[src/rtl/mux_sweep_pkg.sv]
// mux_sweep_pkg
// Shared definitions for the mux-tree sweep controller: FSM state
// encoding, default variable count, maximum settle time and the width
// of the settle counter.
package mux_sweep_pkg;

  typedef enum logic [1:0] {
    IDLE  = 2'd0,
    SWEEP = 2'd1,
    DONE  = 2'd2
  } sweep_state_e;

  localparam int unsigned N_VARS_DEF = 4;
  localparam int unsigned SETTLE_MAX = 7;
  localparam int unsigned settle_w   = $clog2(SETTLE_MAX + 1);

endpackage : mux_sweep_pkg

[src/rtl/mux_tree_sweep_ctrl_if.sv]
// mux_tree_sweep_ctrl_if
// Bundles the host handshake and the datapath connection of the sweep
// controller.
//   master : host / datapath side (drives start, abort, exp_mask, fn_in)
//   slave  : controller side (drives var_out, busy, done, aborted,
//            tt_out, match, fail_idx)
interface mux_tree_sweep_ctrl_if
  import mux_sweep_pkg::*;
#(
  parameter int unsigned N_VARS = N_VARS_DEF
);
  localparam int unsigned TT_W = 2 ** N_VARS;

  logic              start;
  logic              abort;
  logic [TT_W-1:0]   exp_mask;
  logic [N_VARS-1:0] var_out;
  logic              fn_in;
  logic              busy;
  logic              done;
  logic              aborted;
  logic [TT_W-1:0]   tt_out;
  logic              match;
  logic [N_VARS-1:0] fail_idx;

  modport master (
    output start, abort, exp_mask, fn_in,
    input  var_out, busy, done, aborted, tt_out, match, fail_idx
  );

  modport slave (
    input  start, abort, exp_mask, fn_in,
    output var_out, busy, done, aborted, tt_out, match, fail_idx
  );

endinterface : mux_tree_sweep_ctrl_if

[src/rtl/sweep_idx_counter.sv]
// sweep_idx_counter
// Minterm index counter with a per-minterm settle counter.
//   clk, rst   : clock, synchronous active-high reset
//   i_clear    : restart at minterm 0 with a fresh settle window
//   i_run      : advance the counters this cycle
//   o_idx      : current minterm index (holds when not running)
//   o_capture  : settle window elapsed; the datapath output is sampled now
//   o_last     : index is at the final minterm (counter does not wrap)
module sweep_idx_counter
  import mux_sweep_pkg::*;
#(
  parameter int unsigned N_VARS = N_VARS_DEF,
  parameter int unsigned SETTLE = 0
) (
  input  logic              clk,
  input  logic              rst,
  input  logic              i_clear,
  input  logic              i_run,
  output logic [N_VARS-1:0] o_idx,
  output logic              o_capture,
  output logic              o_last
);

  logic [N_VARS-1:0]   r_idx;
  logic [settle_w-1:0] r_settle;
  logic                w_capture;
  logic                w_last;

  assign w_capture = (r_settle == settle_w'(SETTLE));
  assign w_last    = (r_idx == '1);

  always_ff @(posedge clk) begin
    if (rst || i_clear) begin
      r_idx    <= '0;
      r_settle <= '0;
    end else if (i_run) begin
      if (w_capture) begin
        r_settle <= '0;
        if (!w_last) begin
          r_idx <= r_idx + 1'b1;
        end
      end else begin
        r_settle <= r_settle + 1'b1;
      end
    end
  end

  assign o_idx     = r_idx;
  assign o_capture = w_capture;
  assign o_last    = w_last;

endmodule : sweep_idx_counter

[src/rtl/mux_tree_sweep_ctrl.sv]
// mux_tree_sweep_ctrl
// Sweeps every minterm of the mux-tree datapath, samples its output
// after SETTLE extra cycles per minterm and publishes the assembled
// truth table with a one-cycle done pulse.
//   clk, rst : clock, synchronous active-high reset
//   bus      : slave side of mux_tree_sweep_ctrl_if
//              (start/abort/exp_mask/fn_in in; var_out/busy/done/aborted/
//               tt_out/match/fail_idx out)
// Optional feature macro: MUX_SWEEP_CHECK_EN enables the compare against
// exp_mask (match, fail_idx); without it both outputs are tied to 0.
module mux_tree_sweep_ctrl
  import mux_sweep_pkg::*;
#(
  parameter int unsigned N_VARS = N_VARS_DEF,
  parameter int unsigned SETTLE = 0
) (
  input logic                  clk,
  input logic                  rst,
  mux_tree_sweep_ctrl_if.slave bus
);

  localparam int unsigned TT_W = 2 ** N_VARS;

  sweep_state_e      r_state;
  sweep_state_e      w_state_nxt;
  logic              w_accept;
  logic              w_run;
  logic              w_finish;
  logic              w_abort_sweep;
  logic [N_VARS-1:0] w_idx;
  logic              w_capture;
  logic              w_last;
  logic [TT_W-1:0]   r_scratch;
  logic [TT_W-1:0]   r_tt;
  logic [TT_W-1:0]   w_final;
  logic              r_aborted;

  sweep_idx_counter #(
    .N_VARS (N_VARS),
    .SETTLE (SETTLE)
  ) u_idx_cnt (
    .clk       (clk),
    .rst       (rst),
    .i_clear   (w_accept),
    .i_run     (w_run),
    .o_idx     (w_idx),
    .o_capture (w_capture),
    .o_last    (w_last)
  );

  always_ff @(posedge clk) begin
    if (rst) begin
      r_state <= IDLE;
    end else begin
      r_state <= w_state_nxt;
    end
  end

  // Abort is checked before capture so it wins on the last capture cycle.
  always_comb begin
    w_state_nxt   = r_state;
    w_accept      = 1'b0;
    w_run         = 1'b0;
    w_finish      = 1'b0;
    w_abort_sweep = 1'b0;
    unique case (r_state)
      IDLE: begin
        if (bus.start && !bus.abort) begin
          w_state_nxt = SWEEP;
          w_accept    = 1'b1;
        end
      end
      SWEEP: begin
        if (bus.abort) begin
          w_state_nxt   = IDLE;
          w_abort_sweep = 1'b1;
        end else begin
          w_run = 1'b1;
          if (w_capture && w_last) begin
            w_state_nxt = DONE;
            w_finish    = 1'b1;
          end
        end
      end
      DONE: begin
        w_state_nxt = IDLE;
      end
      default: begin
        w_state_nxt = IDLE;
      end
    endcase
  end

  // tt_out must be valid in the DONE cycle itself, so it is loaded on the
  // final capture edge with the last sample merged in directly.
  always_comb begin
    w_final        = r_scratch;
    w_final[w_idx] = bus.fn_in;
  end

  always_ff @(posedge clk) begin
    if (rst) begin
      r_scratch <= '0;
      r_tt      <= '0;
      r_aborted <= 1'b0;
    end else begin
      r_aborted <= w_abort_sweep;
      if (w_accept) begin
        r_scratch <= '0;
      end else if (w_run && w_capture) begin
        r_scratch[w_idx] <= bus.fn_in;
      end
      if (w_finish) begin
        r_tt <= w_final;
      end
    end
  end

  assign bus.var_out = w_idx;
  assign bus.busy    = (r_state == SWEEP);
  assign bus.done    = (r_state == DONE);
  assign bus.aborted = r_aborted;
  assign bus.tt_out  = r_tt;

`ifdef MUX_SWEEP_CHECK_EN
  logic [TT_W-1:0]   r_exp;
  logic [TT_W-1:0]   w_diff;
  logic              r_match;
  logic [N_VARS-1:0] r_fail_idx;
  logic [N_VARS-1:0] w_fail_idx;

  assign w_diff = w_final ^ r_exp;

  // Scan from the top down so the lowest differing index is kept.
  always_comb begin
    w_fail_idx = '0;
    for (int unsigned i = TT_W; i > 0; i--) begin
      if (w_diff[i-1]) begin
        w_fail_idx = N_VARS'(i - 1);
      end
    end
  end

  always_ff @(posedge clk) begin
    if (rst) begin
      r_exp      <= '0;
      r_match    <= 1'b0;
      r_fail_idx <= '0;
    end else begin
      if (w_accept) begin
        r_exp <= bus.exp_mask;
      end
      if (w_finish) begin
        r_match    <= (w_diff == '0);
        r_fail_idx <= w_fail_idx;
      end
    end
  end

  assign bus.match    = r_match;
  assign bus.fail_idx = r_fail_idx;
`else
  logic w_unused_exp;
  assign w_unused_exp = ^bus.exp_mask;
  assign bus.match    = 1'b0;
  assign bus.fail_idx = '0;
`endif

endmodule : mux_tree_sweep_ctrl

[src/flat_wrapper.sv]
// flat-port wrapper written by rule: the top's interface ports become plain ports
module mux_tree_sweep_ctrl_flat import mux_sweep_pkg::*;
#(
  parameter int unsigned N_VARS = N_VARS_DEF,
  parameter int unsigned SETTLE = 0
)
  (clk, rst, bus_start, bus_abort, bus_exp_mask, bus_fn_in, bus_var_out, bus_busy, bus_done, bus_aborted, bus_tt_out, bus_match, bus_fail_idx);
  mux_tree_sweep_ctrl_if #(.N_VARS(N_VARS)) bus_i ();
  input logic clk;
  input logic rst;
  input wire logic [$bits(bus_i.start)-1:0] bus_start;
  input wire logic [$bits(bus_i.abort)-1:0] bus_abort;
  input wire logic [$bits(bus_i.exp_mask)-1:0] bus_exp_mask;
  input wire logic [$bits(bus_i.fn_in)-1:0] bus_fn_in;
  output wire logic [$bits(bus_i.var_out)-1:0] bus_var_out;
  output wire logic [$bits(bus_i.busy)-1:0] bus_busy;
  output wire logic [$bits(bus_i.done)-1:0] bus_done;
  output wire logic [$bits(bus_i.aborted)-1:0] bus_aborted;
  output wire logic [$bits(bus_i.tt_out)-1:0] bus_tt_out;
  output wire logic [$bits(bus_i.match)-1:0] bus_match;
  output wire logic [$bits(bus_i.fail_idx)-1:0] bus_fail_idx;
  assign bus_i.start = bus_start;
  assign bus_i.abort = bus_abort;
  assign bus_i.exp_mask = bus_exp_mask;
  assign bus_i.fn_in = bus_fn_in;
  assign bus_var_out = bus_i.var_out;
  assign bus_busy = bus_i.busy;
  assign bus_done = bus_i.done;
  assign bus_aborted = bus_i.aborted;
  assign bus_tt_out = bus_i.tt_out;
  assign bus_match = bus_i.match;
  assign bus_fail_idx = bus_i.fail_idx;
  mux_tree_sweep_ctrl #(.N_VARS(N_VARS), .SETTLE(SETTLE)) u_core (.clk(clk), .rst(rst), .bus(bus_i));
endmodule
[config.mk]
export PLATFORM = sky130hd
export DESIGN_NAME = mux_tree_sweep_ctrl_flat
export DESIGN_NICKNAME = d
export VERILOG_FILES = /design/src/rtl/mux_sweep_pkg.sv /design/src/rtl/mux_tree_sweep_ctrl_if.sv /design/src/rtl/sweep_idx_counter.sv /design/src/rtl/mux_tree_sweep_ctrl.sv /design/src/flat_wrapper.sv
export SDC_FILE = /design/constraint.sdc
export NUM_CORES = 1
export LEC_CHECK = 0
export CAP_MARGIN = 20
export CORE_ASPECT_RATIO = 0.6
export CORE_UTILIZATION = 35
export CTS_BUF_LIST = sky130_fd_sc_hd__clkbuf_4 sky130_fd_sc_hd__clkbuf_8 sky130_fd_sc_hd__clkbuf_16
export DETAILED_ROUTE_END_ITERATION = 8
export GPL_TIMING_DRIVEN = 0
export PLACE_DENSITY = 0.69
export SLEW_MARGIN = 20
export SYNTH_ARGS = -nofsm -noshare
export SYNTH_HDL_FRONTEND = slang
export SYNTH_SLANG_ARGS = --single-unit
[constraint.sdc]
create_clock -name clk -period 1.5 [get_ports clk]
set_input_delay 0.45 -clock clk [delete_from_list [all_inputs] [get_ports clk]]
set_output_delay 0.45 -clock clk [all_outputs]
set_load 0.01 [all_outputs]
==> out/results.ini <==
[run_status]
status = finished, violations left
violations = negative setup slack

[pwr]
seq_power_share_pct = 51.4
clkPwrFrac_pct = 41.4
internal_power_uw = 1640
leakage_uw = 0.00115
fin_total_pwr_uw = 2130
combPwrFrac_pct = 7.2
p_sw_uw = 492
peakVddDrop_v = 0.000333
swShare_pct = 23.1
powerDensity_nw_per_um2 = 772

[clock_tree]
clk_latency_ns = 0.30
hold_buffers = 0
cts.clk_slew.worst_paths_ns = 0.08
clock_sinks = 41
h-tree-depth = 2
root_buffer = clkbuf_8
cts_tree = built
cts_buffers = 5
ctsLongestPathBuffers = 2

[grt]
grt_usage_pct = 18.8
antenna_found_initial = 0
grt_max_degree = 13
grt_pass1_wl_um = 8630
grt-ovfl-total = 0
grt_pass1_vias = 1690

[worst_setup_path]
r2r_end = u_core.bus.tt_out[11]
critPathCapture = u_core.bus.tt_out[11]
cp.arrival_ns = 1.75
crit_path_start_kind = flop
r2r-start = u_core.r_state[1]
cp-startpoint = u_core.r_state[1]
crit_type = flop to flop
end_kind = flop
rr_worst_depth = 7
worstPathRequired_ns = 1.73
r2r_setup_slack_ns = -0.02
critical_path.max_fanout = 8

[timing]
final.min_clock_period_ns = 1.52
slew_viol_final = 0
final_hold_viol_count = 0
skew_ns = 0.00487
setup_viol = 4
max_clock_freq_ghz = 0.657
worst_slew_pin_slew_ns = 0.533
relSlewSlack_pct = 64.5
finalWorstSetupSlack_ns = -0.0229
rsz0062_at_grt = true
tns_ns = -0.0392
period_share_pct = 102

[detailed_routing]
ant_nets = 0
drt_iter0_drc = 131
wl_um = 5470
avgViaCountPerCell = 5.50
wl_per_cell_um = 16.3
vias = 1847
drc = 0
drtPass1Iterations = 4

[die]
initial_core_util_pct = 37.9
fp.dieH_um = 60.5
core_area_sq_um = 5260
die_w_um = 99.4
die_area_sq_um = 6010
num_io_pins = 49
rows = 20

[final_layout]
stdcell_count = 336
diodes = 0
nets = 297
drive_gt1_share_pct = 32.2
syn_to_final_growth_pct = 38.4

[place]
pre_cts_ws_ns = -0.715
dp.cells = 316
io_buffers = 26
dpl.hpwl_um = 3630
globalplace.congestion = 0.865

[logic_synthesis]
syn_area_per_cell_sq_um = 9.06
syn_area_sq_um = 1990
netlist_instances = 220
async_flop_share_pct = 0
yosysWarnings = 0
synth_edf_count = 0
synthDistinctLibCells = 39
ys_ff_latch = 41
synth-main-ff-cell = dfxtp_1
ys_seq_area_share_pct = 41.2

[hold_path]
holdPathStages = 2
hold_path_class = primary input to flop

[run]
max-cap-violations = 0

power groups by stage:
stage               Combinational [uW]  Sequential [uW]  Clock (uW)
finish                             153             1090         882
global route                       164             1100         939
CTS                                131             1100         885
detailed placement                 125             1120           0
global placement                   123             1120           0
floorplan                         84.3             1120           0
cell families (layout without fill, tap and decap cells):
family / after synthesis / in the layout / synth area share (%)
adders and majority gates: 6 / 6 / 3.77
DFF: 41 / 41 / 41.2
buffers and inverters: 30 / 76 / 8.54
other: 1 / 5 / 0.188
and+or+nand+nor: 78 / 78 / 23.6
muxes: 19 / 19 / 9.54
AOI/OAI and AO/OA: 44 / 44 / 12.7
xor gates and xnor gates: 1 / 1 / 0.440
worst min path at each step:
stage / start / endpoint
floorplan: u_core.r_scratch[3] / u_core.r_scratch[3]
global placement: u_core.r_scratch[6] / u_core.bus.tt_out[6]
detailed placement: u_core.r_scratch[7] / u_core.bus.tt_out[7]
CTS: bus_abort / u_core.r_state[0]
global route: bus_abort / u_core.r_state[0]
finish: rst / u_core.bus.tt_out[2]
worst max-delay path, cell delays in order, from the launching register on:
cell and delay [ns]:
dfxtp_2 0.34, buf_6 0.12, buf_8 0.12, nor4bb_1 0.25
buf_4 0.23, buf_6 0.16, nand3_1 0.08, a21oi_1 0.14
cells in the mapped netlist, types with 2 or more instances:
library cell,instances,share of area [%]
buf_6,2,1.1
nand3b_1,2,0.75
buf_4,8,3.0
nor4_1,2,0.63
o21ai_0,13,3.3
nor2_1,4,0.75
a21oi_1,21,5.3
nor4b_2,2,1.5
dfxtp_1,41,41
buf_2,10,2.5
inv_1,6,1.1
nor2b_1,2,0.63
ha_1,6,3.8
a211oi_1,5,1.9
nand2_1,3,0.56
mux2i_1,19,9.5
nor3_1,2,0.50
clkbuf_1,4,0.75
and3_1,2,0.63
nand3_1,47,12
metal layers:
layer,GRT usage [%],vias to the layer above,part of all wire [%]
met5,0,-,0
met2,27.4,68,41
li1,-,894,-
met3,4.49,3,8.8
met4,4.20,0,0.38
met1,28.2,882,50
through the flow:
step / hold slack [ns] / instance area (sq um) / util [%]
after global placement: 0.457 / 2350 / 44.7
after floorplan: 0.438 / 2010 / -
after detailed placement: 0.458 / 2350 / 44.7
final: 0.425 / 2760 / 52.5
after CTS: 0.419 / 2570 / 49.0
after global routing: 0.436 / 2760 / 52.5
layout make-up:
| cell class | instances | area [sq um] |
|---|---|---|
| multi-input combinational | 153 | 1200 |
| inverter | 6 | 22.5 |
| buffer | 24 | 185 |
| tap | 66 | 82.6 |
| fill | 485 | 2500 |
| clock buffer | 5 | 68.8 |
| sequential | 41 | 835 |
| clock inverter | 2 | 35.0 |
| timing repair buffer | 39 | 333 |
registers in the layout, summed over array words and instances, names as in the netlist:
name / cells
u_core.r_scratch: 15
u_core.bus.aborted: 1
u_core.r_state: 2
u_core.u_idx_cnt.r_settle: 3
u_core.bus.tt_out: 16
u_core.u_idx_cnt.o_idx: 4
timing repair:
action	4_1_cts	5_1_grt
gates resized for setup	63	42
gates cloned	2	1
setup buffers	6	4
pin swaps	3	14
endpoints found under the setup margin	62	41
cells in the final DEF, fill, tap and decap left out, types with 3 or more instances in the layout:
cell type and n:
clkbuf_8 5, a21oi_2 4, inv_1 4, buf_6 8, conb_1 5, a211oi_1 5
a21oi_1 17, dfxtp_2 5, dlygate4sd2_1 21, nand3_2 5, ha_2 3, nor2_1 4
dfxtp_1 34, nand3_4 3, o21ai_0 12, buf_2 10, mux2i_1 17, nand3_1 40
buf_4 17
Power figures use the tool's default switching activity.
